==> config.mk <==
export PLATFORM = sky130hd
export DESIGN_NAME = dmem_arbiter
export DESIGN_NICKNAME = d
export VERILOG_FILES = /design/src/rtl/dmem_arbiter.sv
export SDC_FILE = /design/constraint.sdc
export NUM_CORES = 1
export LEC_CHECK = 0
export BUFFER_PORTS_ARGS = -buffer_cell sky130_fd_sc_hd__buf_2
export CORE_ASPECT_RATIO = 1.2
export CORE_MARGIN = 8
export CORE_UTILIZATION = 35
export CTS_CLUSTER_DIAMETER = 60
export DETAILED_ROUTE_END_ITERATION = 10
export GPL_TIMING_DRIVEN = 0
export PLACE_DENSITY = 0.72
export SLEW_MARGIN = 20
export SYNTH_ARGS = -nofsm -noshare
export SYNTH_HDL_FRONTEND = slang
export SYNTH_SLANG_ARGS = --single-unit
==> constraint.sdc <==
create_clock -name clock -period 3.56 [get_ports clock]
set_input_delay 0 -clock clock [delete_from_list [all_inputs] [get_ports clock]]
set_output_delay 0 -clock clock [all_outputs]
set_load 0.1 [all_outputs]
==> src/rtl/dmem_arbiter.sv <==
// Two-port data-memory arbiter: fixed priority for the CPU port (port 0), bounded-wait
// starvation guard for port 1, optional owner lock, and a 1-cycle read-return path.
module dmem_arbiter #(
    parameter int unsigned ADDR_W   = 32,
    parameter int unsigned DATA_W   = 32,
    parameter int unsigned MAX_WAIT = 4
) (
    input  logic              clock,
    input  logic              reset,

    input  logic              m0_req,
    input  logic              m0_we,
    input  logic              m0_lock,
    input  logic [ADDR_W-1:0] m0_addr,
    input  logic [DATA_W-1:0] m0_wdata,
    output logic              m0_gnt,
    output logic              m0_rvalid,
    output logic [DATA_W-1:0] m0_rdata,

    input  logic              m1_req,
    input  logic              m1_we,
    input  logic              m1_lock,
    input  logic [ADDR_W-1:0] m1_addr,
    input  logic [DATA_W-1:0] m1_wdata,
    output logic              m1_gnt,
    output logic              m1_rvalid,
    output logic [DATA_W-1:0] m1_rdata,

    output logic [ADDR_W-1:0] mem_addr,
    output logic [DATA_W-1:0] mem_wdata,
    output logic              mem_we,
    input  logic [DATA_W-1:0] mem_rdata
);

    localparam int unsigned WAIT_W = 4;
    localparam logic [WAIT_W-1:0] WAIT_LIMIT = WAIT_W'(MAX_WAIT);

    // Ownership state: free, or locked to one of the two ports.
    typedef enum logic [1:0] {
        ARB_FREE  = 2'd0,
        ARB_LOCK0 = 2'd1,
        ARB_LOCK1 = 2'd2
    } arb_state_t;

    arb_state_t        state, state_d;
    logic              owner, owner_d;
    logic [WAIT_W-1:0] wait_cnt, wait_d;
    logic              rd_pend_q, rd_pend_d;
    logic              rd_port_q, rd_port_d;
    logic [DATA_W-1:0] rdata0_q, rdata1_q;

    logic lock_q;
    logic owner_req;
    logic gnt_lock;

    assign lock_q    = (state != ARB_FREE);
    assign owner_req = owner ? m1_req : m0_req;

    always_ff @(posedge clock or posedge reset) begin
        if (reset) begin
            state     <= ARB_FREE;
            owner     <= 1'b0;
            wait_cnt  <= '0;
            rd_pend_q <= 1'b0;
            rd_port_q <= 1'b0;
        end else begin
            state     <= state_d;
            owner     <= owner_d;
            wait_cnt  <= wait_d;
            rd_pend_q <= rd_pend_d;
            rd_port_q <= rd_port_d;
        end
    end

    // Grant selection and next-state for lock, wait counter and read tag.
    always_comb begin
        m0_gnt    = 1'b0;
        m1_gnt    = 1'b0;
        gnt_lock  = 1'b0;
        state_d   = state;
        owner_d   = owner;
        wait_d    = wait_cnt;
        rd_pend_d = 1'b0;
        rd_port_d = rd_port_q;

        if (!reset) begin
            if (lock_q && owner_req) begin
                m0_gnt = ~owner;
                m1_gnt = owner;
            end else if ((wait_cnt == WAIT_LIMIT) && m1_req) begin
                m1_gnt = 1'b1;
            end else if (m0_req) begin
                m0_gnt = 1'b1;
            end else if (m1_req) begin
                m1_gnt = 1'b1;
            end
        end

        if (m0_gnt || m1_gnt) begin
            gnt_lock = m1_gnt ? m1_lock : m0_lock;
            if (gnt_lock) begin
                owner_d = m1_gnt;
                state_d = m1_gnt ? ARB_LOCK1 : ARB_LOCK0;
            end else begin
                state_d = ARB_FREE;
            end
        end else if (lock_q && !owner_req) begin
            state_d = ARB_FREE;
        end

        // A denied port-1 request ages toward the forced grant; anything else restarts it.
        if (m1_req && !m1_gnt) begin
            wait_d = (wait_cnt >= WAIT_LIMIT) ? WAIT_LIMIT : wait_cnt + WAIT_W'(1);
        end else begin
            wait_d = '0;
        end

        if ((m0_gnt && !m0_we) || (m1_gnt && !m1_we)) begin
            rd_pend_d = 1'b1;
            rd_port_d = m1_gnt;
        end
    end

    assign mem_addr  = m1_gnt ? m1_addr  : m0_addr;
    assign mem_wdata = m1_gnt ? m1_wdata : m0_wdata;
    assign mem_we    = (m0_gnt & m0_we) | (m1_gnt & m1_we);

    assign m0_rvalid = rd_pend_q & ~rd_port_q;
    assign m1_rvalid = rd_pend_q &  rd_port_q;

    // Per-port read data capture; the live memory word is forwarded in the rvalid cycle.
    always_ff @(posedge clock or posedge reset) begin
        if (reset) begin
            rdata0_q <= '0;
            rdata1_q <= '0;
        end else begin
            if (m0_rvalid) rdata0_q <= mem_rdata;
            if (m1_rvalid) rdata1_q <= mem_rdata;
        end
    end

    assign m0_rdata = m0_rvalid ? mem_rdata : rdata0_q;
    assign m1_rdata = m1_rvalid ? mem_rdata : rdata1_q;

endmodule

==> impl_results.rst, run 1 <==
.. list-table::
   :header-rows: 1

   * - Metric
     - Value
   * - Standard-cell row count
     - 42
   * - Slew headroom
     - 58.2%
   * - Number of buffers between clock root and the deepest sink
     - 2
   * - Critical path start-end classification
     - reg -> out
   * - Wire length of the first global-routing pass
     - 24600 um
   * - Boundary Pins
     - 301
   * - HPWL after detailed placement
     - 13400 um
   * - Wire length per cell
     - 22.3 um
   * - Synth Warn #
     - 0
   * - Aggregate routed wire length
     - 16600 um
   * - Highest ir drop seen on vdd
     - 1.19 mV
   * - Leakage power total
     - 3.43 nW
   * - DRC marker count from the first detailed-route iteration
     - 155
   * - Synth-to-layout area growth
     - 59.6%
   * - Area of the mapped netlist
     - 3930 um2
   * - Clock root buffer
     - sky130_fd_sc_hd__clkbuf_16
   * - Pins Over Slew Limit
     - 0
   * - Iteration count of the initial detailed-routing pass
     - 4
   * - Mapped Cells
     - 258
   * - Resized cells post-CTS
     - 0
   * - Sequential share of the synthesized area
     - 46.5%
   * - Setup repair after global routing missed its margin
     - no
   * - GP Congestion
     - 0.969
   * - Detailed-route via count
     - 3630
   * - Nets
     - 778
   * - Average via count per standard cell
     - 4.88
   * - Type of element launching the critical path
     - register
   * - Average size of a mapped cell
     - 15.2 um2
   * - Worst r2r path cells
     - 9
   * - Clock latency at the later pin of the worst-skew pair
     - 0.32 ns
   * - DRC violation count after routing
     - 0
   * - Layout fillers
     - 901
   * - Clock sink total
     - 73
   * - Leading cell type in the layout, fill and taps excluded
     - sky130_fd_sc_hd__buf_2
   * - Period Utilization, post-route
     - 71.3%
   * - Count of distinct cell types in the synthesized netlist
     - 29
   * - Reg area
     - 1830 um2
   * - Syn Nets
     - 428
   * - Worst slew pin tran
     - 0.627 ns
   * - # port buffers
     - 300
   * - Element type at the critical path end
     - output port
   * - Deepest level of the CTS H-tree
     - 3
   * - Total area of multi-input combinational cells
     - 1900 um2
   * - Non-filler cells, final
     - 744
   * - Seq cells post-synth
     - 73
   * - Minimum period implied by the final worst setup slack
     - 2.54 ns
   * - Cell Count Post-Placement
     - 691
   * - Global router's overall resource usage
     - 21.7%
   * - Reported max-cap violation count
     - 0
   * - Die Area
     - 14900 um2
   * - Endpoint arrival time on the critical path
     - 2.54 ns
   * - Register clock-pin slew on the reported worst setup and hold paths
     - 0.05 ns
   * - Core region area
     - 11000 um2
   * - Starting density of the core
     - 35.8%
   * - Total global routing overflow
     - 0
   * - Number of antenna cells inserted
     - 0
   * - Power per cell area
     - 1020 nW/um2
   * - Leading cell types in the layout, fill and taps excluded
     - sky130_fd_sc_hd__buf_2 (301), sky130_fd_sc_hd__dfrtp_1 (73), sky130_fd_sc_hd__mux2_2 (65)
   * - Fmax
     - 394 MHz
   * - Number of antenna violations at the first check in global routing
     - 2
   * - Number of nets with antenna violations after detailed routing
     - 0
   * - TritonCTS clock tree
     - yes
   * - Hold crit path type
     - in -> reg
   * - Final hold slack
     - 0.162 ns
   * - Final setup vio count
     - 0
   * - Endpoint required time on the critical path
     - 3.56 ns
   * - Vertical die dimension
     - 132 um
   * - Chip width
     - 113 um
   * - Worst Path Max Fanout
     - 10
   * - Result of the run
     - completed
   * - Ratio of cells with drive above 1 in the final layout
     - 74.0%
   * - Number of instances on the worst hold path
     - 5
   * - Largest net degree at the start of global routing
     - 63
   * - Number of hold violations in the final report
     - 0
   * - Final Skew
     - 0.00346 ns
   * - Number of global-route vias before repair
     - 4063
   * - TritonCTS buffer count
     - 9
   * - Setup TNS
     - 0 ns
==> worst paths after layout <==
path | from | end | slack (ns)
worst max-delay path | wait_cnt[0] | mem_wdata[17] | 1.02
worst min-delay path | m0_req | owner | 0.16
worst max register to register | wait_cnt[0] | rd_pend_q | 1.28
worst min register to register | rdata1_q[21] | rdata1_q[21] | 0.49
max in group asynchronous | reset | rdata0_q[13] | 2.85
min in group asynchronous | reset | rdata1_q[6] | 0.17
==> cells in the mapped netlist, drive strengths merged <==
master / n / area share (%)
nand2b: 3 / 0.48
nor2: 3 / 0.29
o221ai: 1 / 0.22
a21oi: 1 / 0.13
ha: 2 / 0.64
clkbuf: 3 / 0.29
and4: 2 / 0.45
o22ai: 1 / 0.16
conb: 1 / 0.095
buf: 12 / 4.0
a22o: 2 / 0.45
mux2: 128 / 43
nand2: 5 / 0.48
and3b: 2 / 0.45
a31o: 1 / 0.22
o311a: 1 / 0.25
nor3: 2 / 0.25
nor4: 1 / 0.16
dfrtp: 73 / 46
o21bai: 1 / 0.19
nor2b: 1 / 0.16
o21ai: 2 / 0.25
o32a: 1 / 0.25
inv: 8 / 0.76
or2: 1 / 0.16
==> timing repair <==
action | CTS | global route
hold buffers | 38 | 0
setup buffers | 0 | 0
hold endpoints to repair | 144 | 0
==> per-layer routing <==
layer	global-route usage, %	up-vias	share of wire [%]
li1	-	1620	-
met1	22.3	1753	36
met2	35.4	226	47
met3	12.8	27	14
met4	8.26	4	2.7
met5	0	-	0.16
==> critical path, stage by stage (launching register included) <==
cell                      delay (ns)
sky130_fd_sc_hd__dfrtp_1        0.38
sky130_fd_sc_hd__inv_1          0.07
sky130_fd_sc_hd__ha_1           0.14
sky130_fd_sc_hd__and3b_1        0.21
sky130_fd_sc_hd__and3b_1        0.18
sky130_fd_sc_hd__or2_1          0.21
sky130_fd_sc_hd__buf_6          0.17
sky130_fd_sc_hd__buf_12         0.16
sky130_fd_sc_hd__mux2_4         0.19
sky130_fd_sc_hd__buf_2          0.48
==> power breakdown <==
part | switching [mW] | internal, mW
combinational | 3.56 | 0.755
clock | 0.310 | 0.484
sequential | 0.0997 | 1.17
==> final cells by class <==
class | instances | area share [%]
clock buffers | 12 | 3.93
flip-flops and latches | 73 | 29.1
well taps | 132 | 2.63
plain buffers | 15 | 2.71
repair buffers | 339 | 30.4
multi-input cells | 162 | 30.3
clock inverters | 3 | 0.279
inverters | 8 | 0.519
==> stage by stage <==
step / instance area (um2) / utilization, % / power (mW) / setup slack (ns)
6_report: 6270 / 57.1 / 6.38 / 1.02
5_1_grt: 6270 / 57.1 / 6.56 / 0.918
4_1_cts: 6270 / 57.1 / 6.39 / 0.992
3_5_place_dp: 5630 / 51.2 / 5.54 / 1.35
3_3_place_gp: 5600 / 51.0 / 5.48 / 0.845
2_1_floorplan: 3930 / - / 4.94 / 0.681
==> flip-flops by register name (all words and copies together) (netlist names) <==
| register | flops |
|---|---|
| state | 2 |
| rd_port_q | 1 |
| rd_pend_q | 1 |
| wait_cnt | 4 |
| rdata1_q | 32 |
| rdata0_q | 32 |
| owner | 1 |
==> logic make-up after synthesis <==
group                    after synthesis  synth area share [%]
AO/OA/AOI/OAI                         11                  2.13
buffers and inverters                 23                  5.09
flip-flops                            73                  46.5
other                                  1                0.0954
AND/OR/NAND/NOR                       20                  2.87
multiplexers                         128                  42.7
adder cells (fa/ha/maj)                2                 0.637
No activity file was read; power rests on OpenSTA's default activity.
==> inputs of run 2 (changes only) <==
- clock period: 3.56 -> 2.55 ns (I/O delays scaled with it)
==> run 2 against run 1 <==
  * Worst setup slack got worse by 0.93 ns
  * Largest cell class unchanged
  * Clock power increased by 71%
  * Critical path type unchanged
  * Final area increased by 4.2%
  * Final cell count increased by 0.40%
  * Routed wire length increased by 5.2%
  * Non-clock buffer count unchanged
  * Sequential share of layout area decreased by 1.2 points
  * Clock skew decreased by 0.00065 ns
==> impl_results.rst, run 2 (same netlist as run 1, synthesis figures left out) <==
.. list-table::
   :header-rows: 1

   * - Metric
     - Value
   * - Result of the run
     - completed
   * - Nets
     - 778
   * - Worst Path Max Fanout
     - 10
   * - Largest net degree at the start of global routing
     - 57
   * - Final hold slack
     - 0.154 ns
   * - Clock sink total
     - 73
   * - Global router's overall resource usage
     - 22.8%
   * - Flop2flop setup slack
     - 0.25 ns
   * - DRC violation count after routing
     - 0
   * - # port buffers
     - 300
   * - Minimum period implied by the final worst setup slack
     - 2.46 ns
   * - Top flop regs
     - rdata0_q x32, rdata1_q x32, wait_cnt x4
   * - Pins Over Slew Limit
     - 0
   * - Element type at the critical path end
     - output port
   * - TritonCTS clock tree
     - yes
   * - Starting density of the core
     - 35.8%
   * - Number of post-CTS setup repair buffers
     - 0
   * - Critical hold path startpoint
     - m0_req
   * - Period Utilization, post-route
     - 96.3%
   * - Number of nets with antenna violations after detailed routing
     - 0
   * - Fmax
     - 407 MHz
   * - TritonCTS buffer count
     - 9
   * - Cell breakdown of the critical path
     - inv_1 > ha_1 > and3b_1 > and3b_1 > or2_1 > buf_6 > buf_12 > mux2_4 > clkbuf_4
   * - Worst r2r path cells
     - 9
   * - Boundary Pins
     - 301
   * - Hold crit path type
     - in -> reg
   * - Least setup slack across all paths after layout
     - 0.0934 ns
   * - Fin util
     - 59.5%
   * - Slowest stage cell on the critical path
     - sky130_fd_sc_hd__dfrtp_1
   * - Chip width
     - 113 um
   * - Number of global-route vias before repair
     - 4158
   * - Critical path start-end classification
     - reg -> out
   * - Standard-cell row count
     - 42
   * - Leading cell type in the layout, fill and taps excluded
     - sky130_fd_sc_hd__buf_2
   * - Endpoint arrival time on the critical path
     - 2.46 ns
   * - Tot Pwr
     - 9.23 mW
   * - Core region area
     - 11000 um2
   * - Wire length per cell
     - 23.4 um
   * - Clock latency at the later pin of the worst-skew pair
     - 0.33 ns
   * - Synth-to-layout area growth
     - 66.3%
   * - Delay contributed by the slowest stage of the critical path
     - 0.38 ns
   * - Number of hold violations in the final report
     - 0
   * - Iteration count of the initial detailed-routing pass
     - 4
   * - Aggregate routed wire length
     - 17500 um
   * - Slew headroom
     - 58.1%
   * - Number of antenna violations at the first check in global routing
     - 3
   * - Reported max-cap violation count
     - 0
   * - Power per cell area
     - 1410 nW/um2
   * - Leading cell types in the layout, fill and taps excluded
     - sky130_fd_sc_hd__buf_2 (237), sky130_fd_sc_hd__dfrtp_1 (73), sky130_fd_sc_hd__mux2_2 (65)
   * - Number of buffers between clock root and the deepest sink
     - 2
   * - Worst-case setup slack after placement
     - 0.354 ns
   * - Deepest level of the CTS H-tree
     - 3
   * - Die Area
     - 14900 um2
   * - HPWL after detailed placement
     - 13800 um
   * - Layout fillers
     - 891
   * - Average via count per standard cell
     - 4.86
   * - Total global routing overflow
     - 0
   * - Capture point of the worst reg-to-reg path
     - rd_pend_q
   * - Dominant cell type by count on the critical path
     - sky130_fd_sc_hd__and3b_1
   * - Wire length of the first global-routing pass
     - 25600 um
   * - Highest ir drop seen on vdd
     - 1.54 mV
   * - Cell area after placement
     - 5630 um2
   * - FF-to-FF Start
     - wait_cnt[0]
   * - Final setup vio count
     - 0
   * - Leakage power total
     - 3.51 nW
   * - Vertical die dimension
     - 132 um
   * - Number of instances on the worst hold path
     - 5
   * - Type of element launching the critical path
     - register
   * - DRC marker count from the first detailed-route iteration
     - 200
   * - Worst slew pin tran
     - 0.629 ns
   * - Detailed-route via count
     - 3629
   * - Clock root buffer
     - sky130_fd_sc_hd__clkbuf_16
   * - Register clock-pin slew on the reported worst setup and hold paths
     - 0.06 ns
   * - Ratio of cells with drive above 1 in the final layout
     - 74.6%
   * - Final Skew
     - 0.00280 ns
   * - Cell area after layout
     - 6530 um2
   * - GP Congestion
     - 0.988
   * - Endpoint required time on the critical path
     - 2.55 ns
   * - Endpoint of the worst hold path
     - state[1]
## run 2: changes by cell type in the layout (fill, tap and decap cells not counted), sizes merged
cell and change:
buf -18, bufinv +2, clkbuf +16, clkinv -1
clkinvlp +1, diode +2, inv +1
## run 2: worst max-delay path by stage
stage	startpoint	endpoint	slack [ns]	cells past startpoint
floorplan	wait_cnt[0]	mem_we	0.21	9
global placement	reset	state[0]	-0.19	4
detailed placement	wait_cnt[0]	mem_addr[21]	0.35	9
CTS	wait_cnt[0]	mem_addr[4]	0.007	9
global route	wait_cnt[0]	mem_addr[10]	-0.001	9
finish	wait_cnt[0]	mem_addr[3]	0.09	9
## run 2: cell type report
class                   count  area (um2)  share of cell area, %
repair buffers            339        2110                   32.2
multi-input cells         162        1900                   29.1
flip-flops and latches     73        1830                   28.0
clock buffers              10         229                   3.50
plain buffers              15         170                   2.60
well taps                 132         165                   2.53
clock inverters             6        90.1                   1.38
inverters                   8        36.3                  0.555
diodes                      2        5.00                 0.0766
## run 2: power breakdown
group / internal [mW] / switching [mW] / leakage (nW)
Sequential: 1.63 / 0.144 / 0.861
Clock: 0.862 / 0.496 / 0.153
Combinational: 1.11 / 4.98 / 2.49
Total: 3.61 / 5.62 / 3.51
## run 2: timing repair
action                     CTS  global route
cloned                       0             0
hold endpoints to repair   145             0
pin swaps                    0             0
setup endpoints to repair   16            58
gates resized for setup     16            88
hold buffers                38             0
## run 2: per-layer routing
metal  up-vias  global-route usage (%)  routed length, um
met5         -                       0                  9
met4         2                    7.81                340
met3        20                    10.4               2230
met2       234                    38.6               8570
met1      1742                    24.5               6330
li1       1631                       -                  -
## run 2: stage by stage
| step | instances | TNS [ns] |
|---|---|---|
| global route | 747 | -0.00115 |
| finish | 747 | 0 |
| detailed placement | 691 | 0 |
| global placement | 690 | -8.65 |
| CTS | 745 | 0 |
| floorplan | 258 | 0 |
## run 2: critical path, delay by kind of cell, from the launching register on
| kind | cells | cell delay [ns] |
|---|---|---|
| adders and majority gates | 1 | 0.15 |
| buffers and inverters | 4 | 0.71 |
| DFF | 1 | 0.38 |
| muxes | 1 | 0.29 |
| and+or+nand+nor | 3 | 0.59 |
==> inputs of run 3 (changes only) <==
- ABC_AREA: unset -> 1
- PLACE_DENSITY: 0.72 -> 0.73
==> run 3 against run 2 <==
  * First-iteration DRC count is 41% higher
  * Die area shrank 4.2%
  * Maximum frequency up 5.8%
  * Worst setup slack improved by 0.13 ns
  * Routed wire length shrank 1.1%
  * Critical path depth up 3
  * Core utilization shrank 1.4 points
  * Final cell count is 34% higher
  * Sequential share of layout area increased by 2.1 points
  * Non-clock buffer count up 11
  * Final area shrank 6.9%
  * Via count increased by 26%
  * Largest cell class unchanged
==> impl_results.rst, run 3 <==
.. list-table::
   :header-rows: 1

   * - Metric
     - Value
   * - Chip width
     - 110 um
   * - Starting density of the core
     - 35.7%
   * - Clock sink total
     - 73
   * - Most repeated cell in the gate-level netlist after synthesis
     - sky130_fd_sc_hd__nand2_1
   * - Number of antenna violations at the first check in global routing
     - 1
   * - TritonCTS clock tree
     - yes
   * - Global router's overall resource usage
     - 23.3%
   * - Critical path start-end classification
     - reg -> out
   * - Total global routing overflow
     - 0
   * - Detailed-route via count
     - 4566
   * - # port buffers
     - 300
   * - Result of the run
     - completed
   * - Mapped Cells
     - 517
   * - Average size of a mapped cell
     - 7.23 um2
   * - Hold crit path type
     - in -> reg
   * - Aggregate routed wire length
     - 17300 um
   * - Register clock-pin slew on the reported worst setup and hold paths
     - 0.05 ns
   * - Element type at the critical path end
     - output port
   * - Type of element launching the critical path
     - register
   * - Synth area leaders
     - sky130_fd_sc_hd__dfrtp_1 (49%), sky130_fd_sc_hd__nand2_1 (27%), sky130_fd_sc_hd__o21ai_0 (8.7%)
   * - Number of hold violations in the final report
     - 0
   * - Final Skew
     - 0.00748 ns
   * - Worst setup startpoint
     - wait_cnt[0]
   * - Worst slew pin tran
     - 0.569 ns
   * - Standard-cell row count
     - 41
   * - Synth-to-layout area growth
     - 62.6%
   * - Endpoint required time on the critical path
     - 2.55 ns
   * - Pins Over Slew Limit
     - 0
   * - Sequential share of the synthesized area
     - 48.8%
   * - Number of post-CTS setup repair buffers
     - 0
   * - Post-cts hold buffer count
     - 35
   * - DRC violation count after routing
     - 0
   * - Synth Warn #
     - 0
   * - Setup TNS
     - 0 ns
   * - Nets
     - 1035
   * - Syn Nets
     - 687
   * - Number of global-route vias before repair
     - 4666
   * - Fmax
     - 431 MHz
   * - Final setup vio count
     - 0
   * - Resized cells post-CTS
     - 0
   * - Ratio of cells with drive above 1 in the final layout
     - 40.3%
   * - FF-to-FF Start
     - wait_cnt[0]
   * - Final hold slack
     - 0.0186 ns
   * - Deepest level of the CTS H-tree
     - 3
   * - Boundary Pins
     - 301
   * - Minimum period implied by the final worst setup slack
     - 2.32 ns
   * - GP Congestion
     - 0.834
   * - HPWL after detailed placement
     - 14100 um
   * - Average via count per standard cell
     - 4.57
   * - Worst Path Max Fanout
     - 10
   * - Fin util
     - 58.1%
   * - Period Utilization, post-route
     - 91.1%
   * - Wire length of the first global-routing pass
     - 25200 um
   * - Share of Yosys cell area claimed by the top area cell type
     - 48.8%
   * - Clock latency at the later pin of the worst-skew pair
     - 0.32 ns
   * - TritonCTS buffer count
     - 9
   * - Area of the mapped netlist
     - 3740 um2
   * - Die Area
     - 14300 um2
   * - Seq cells post-synth
     - 73
   * - Cell taking the most area after synthesis
     - sky130_fd_sc_hd__dfrtp_1
   * - Slew headroom
     - 62.3%
   * - Clock root buffer
     - sky130_fd_sc_hd__clkbuf_16
   * - Core region area
     - 10500 um2
   * - Share of flip-flops with an asynchronous set or reset
     - 100%
   * - Reported max-cap violation count
     - 0
   * - Synth Flop Type
     - sky130_fd_sc_hd__dfrtp_1
   * - Vertical die dimension
     - 129 um
   * - Most instantiated cells after synthesis
     - sky130_fd_sc_hd__nand2_1 (265), sky130_fd_sc_hd__dfrtp_1 (73), sky130_fd_sc_hd__o21ai_0 (65)
   * - Flop2flop setup slack
     - 0.56 ns
   * - Leading cell type in the layout, fill and taps excluded
     - sky130_fd_sc_hd__buf_2
   * - Endpoint arrival time on the critical path
     - 2.32 ns
   * - EDFF count, synth
     - 0
   * - Number of nets with antenna violations after detailed routing
     - 0
   * - Leading cell types in the layout, fill and taps excluded
     - sky130_fd_sc_hd__buf_2 (306), sky130_fd_sc_hd__nand2_1 (265), sky130_fd_sc_hd__dfrtp_1 (73)
   * - Critical hold path startpoint
     - m1_we
   * - Iteration count of the initial detailed-routing pass
     - 6
   * - Number of buffers between clock root and the deepest sink
     - 2
   * - Count of distinct cell types in the synthesized netlist
     - 23
   * - Wire length per cell
     - 17.3 um
   * - Largest net degree at the start of global routing
     - 28
   * - Setup repair after global routing missed its margin
     - no
   * - DRC marker count from the first detailed-route iteration
     - 282
   * - Top flop regs
     - rdata0_q x32, rdata1_q x32, wait_cnt x4
-- run 3: cell count changes in the layout (fill, tap and decap cells not counted), moves of 6 or more --
cell / before / now
sky130_fd_sc_hd__o21ai_1: 0 / 51
sky130_fd_sc_hd__buf_4: 36 / 2
sky130_fd_sc_hd__mux2_4: 63 / 0
sky130_fd_sc_hd__clkbuf_1: 4 / 12
sky130_fd_sc_hd__nand2_1: 5 / 265
sky130_fd_sc_hd__clkbuf_4: 18 / 0
sky130_fd_sc_hd__o21ai_0: 2 / 14
sky130_fd_sc_hd__mux2_2: 65 / 0
sky130_fd_sc_hd__nand2_2: 0 / 13
sky130_fd_sc_hd__buf_2: 237 / 306
sky130_fd_sc_hd__nor2_1: 3 / 9
sky130_fd_sc_hd__inv_1: 6 / 46
-- run 3: cell families after synthesis --
logic type,synth area share (%)
AO/OA/AOI/OAI,9.07
buffers and inverters,10.0
other,0.100
flip-flops,48.8
adder cells (fa/ha/maj),0.669
AND/OR/NAND/NOR,31.3
-- run 3: per-layer routing --
layer	up-vias	GRT usage (%)	part of all wire, %
li1	2269	-	-
met1	2048	25.1	36
met2	228	39.7	49
met3	21	10.8	13
met4	0	6.99	2.2
met5	-	0	0
-- run 3: area by class of cell --
| class | count | area, um2 |
|---|---|---|
| multi-input combinational | 367 | 1540 |
| buffer | 28 | 189 |
| fill | 998 | 4380 |
| antenna | 1 | 2.50 |
| tap | 129 | 161 |
| timing repair buffer | 337 | 1890 |
| clock inverter | 4 | 26.3 |
| clock buffer | 12 | 256 |
| sequential | 73 | 1830 |
| inverter | 49 | 190 |
-- run 3: worst paths after layout --
check / end / cells past startpoint
max reg2reg: owner / 12
max in group asynchronous: rdata1_q[2] / 4
min in group asynchronous: state[1] / 3
min reg2reg: rdata1_q[1] / 2
max: mem_wdata[6] / 12
min: rd_pend_q / 4
-- run 3: critical path, cell delays in order, from the launching register on --
cell	delay (ns)
sky130_fd_sc_hd__dfrtp_1	0.35
sky130_fd_sc_hd__inv_1	0.06
sky130_fd_sc_hd__ha_1	0.20
sky130_fd_sc_hd__nand2_1	0.08
sky130_fd_sc_hd__nor2_1	0.05
sky130_fd_sc_hd__nor2_1	0.10
sky130_fd_sc_hd__nand2_2	0.09
sky130_fd_sc_hd__nand2_4	0.09
sky130_fd_sc_hd__buf_6	0.15
sky130_fd_sc_hd__buf_4	0.18
sky130_fd_sc_hd__nand2_1	0.06
sky130_fd_sc_hd__nand2_1	0.12
sky130_fd_sc_hd__buf_2	0.47
-- run 3: metrics by stage --
stage / std cells / cell area [um2] / setup WS, ns
6_report: 1000 / 6080 / 0.228
5_1_grt: 1000 / 6080 / 0.0142
4_1_cts: 999 / 6080 / 0.148
3_5_place_dp: 948 / 5450 / 0.505
3_3_place_gp: 946 / 5410 / -0.0500
2_1_floorplan: 517 / 3740 / -0.781
Power of run 3 is not shown: default switching activity piles up to over one toggle a cycle in this logic, so the estimate is an artifact.
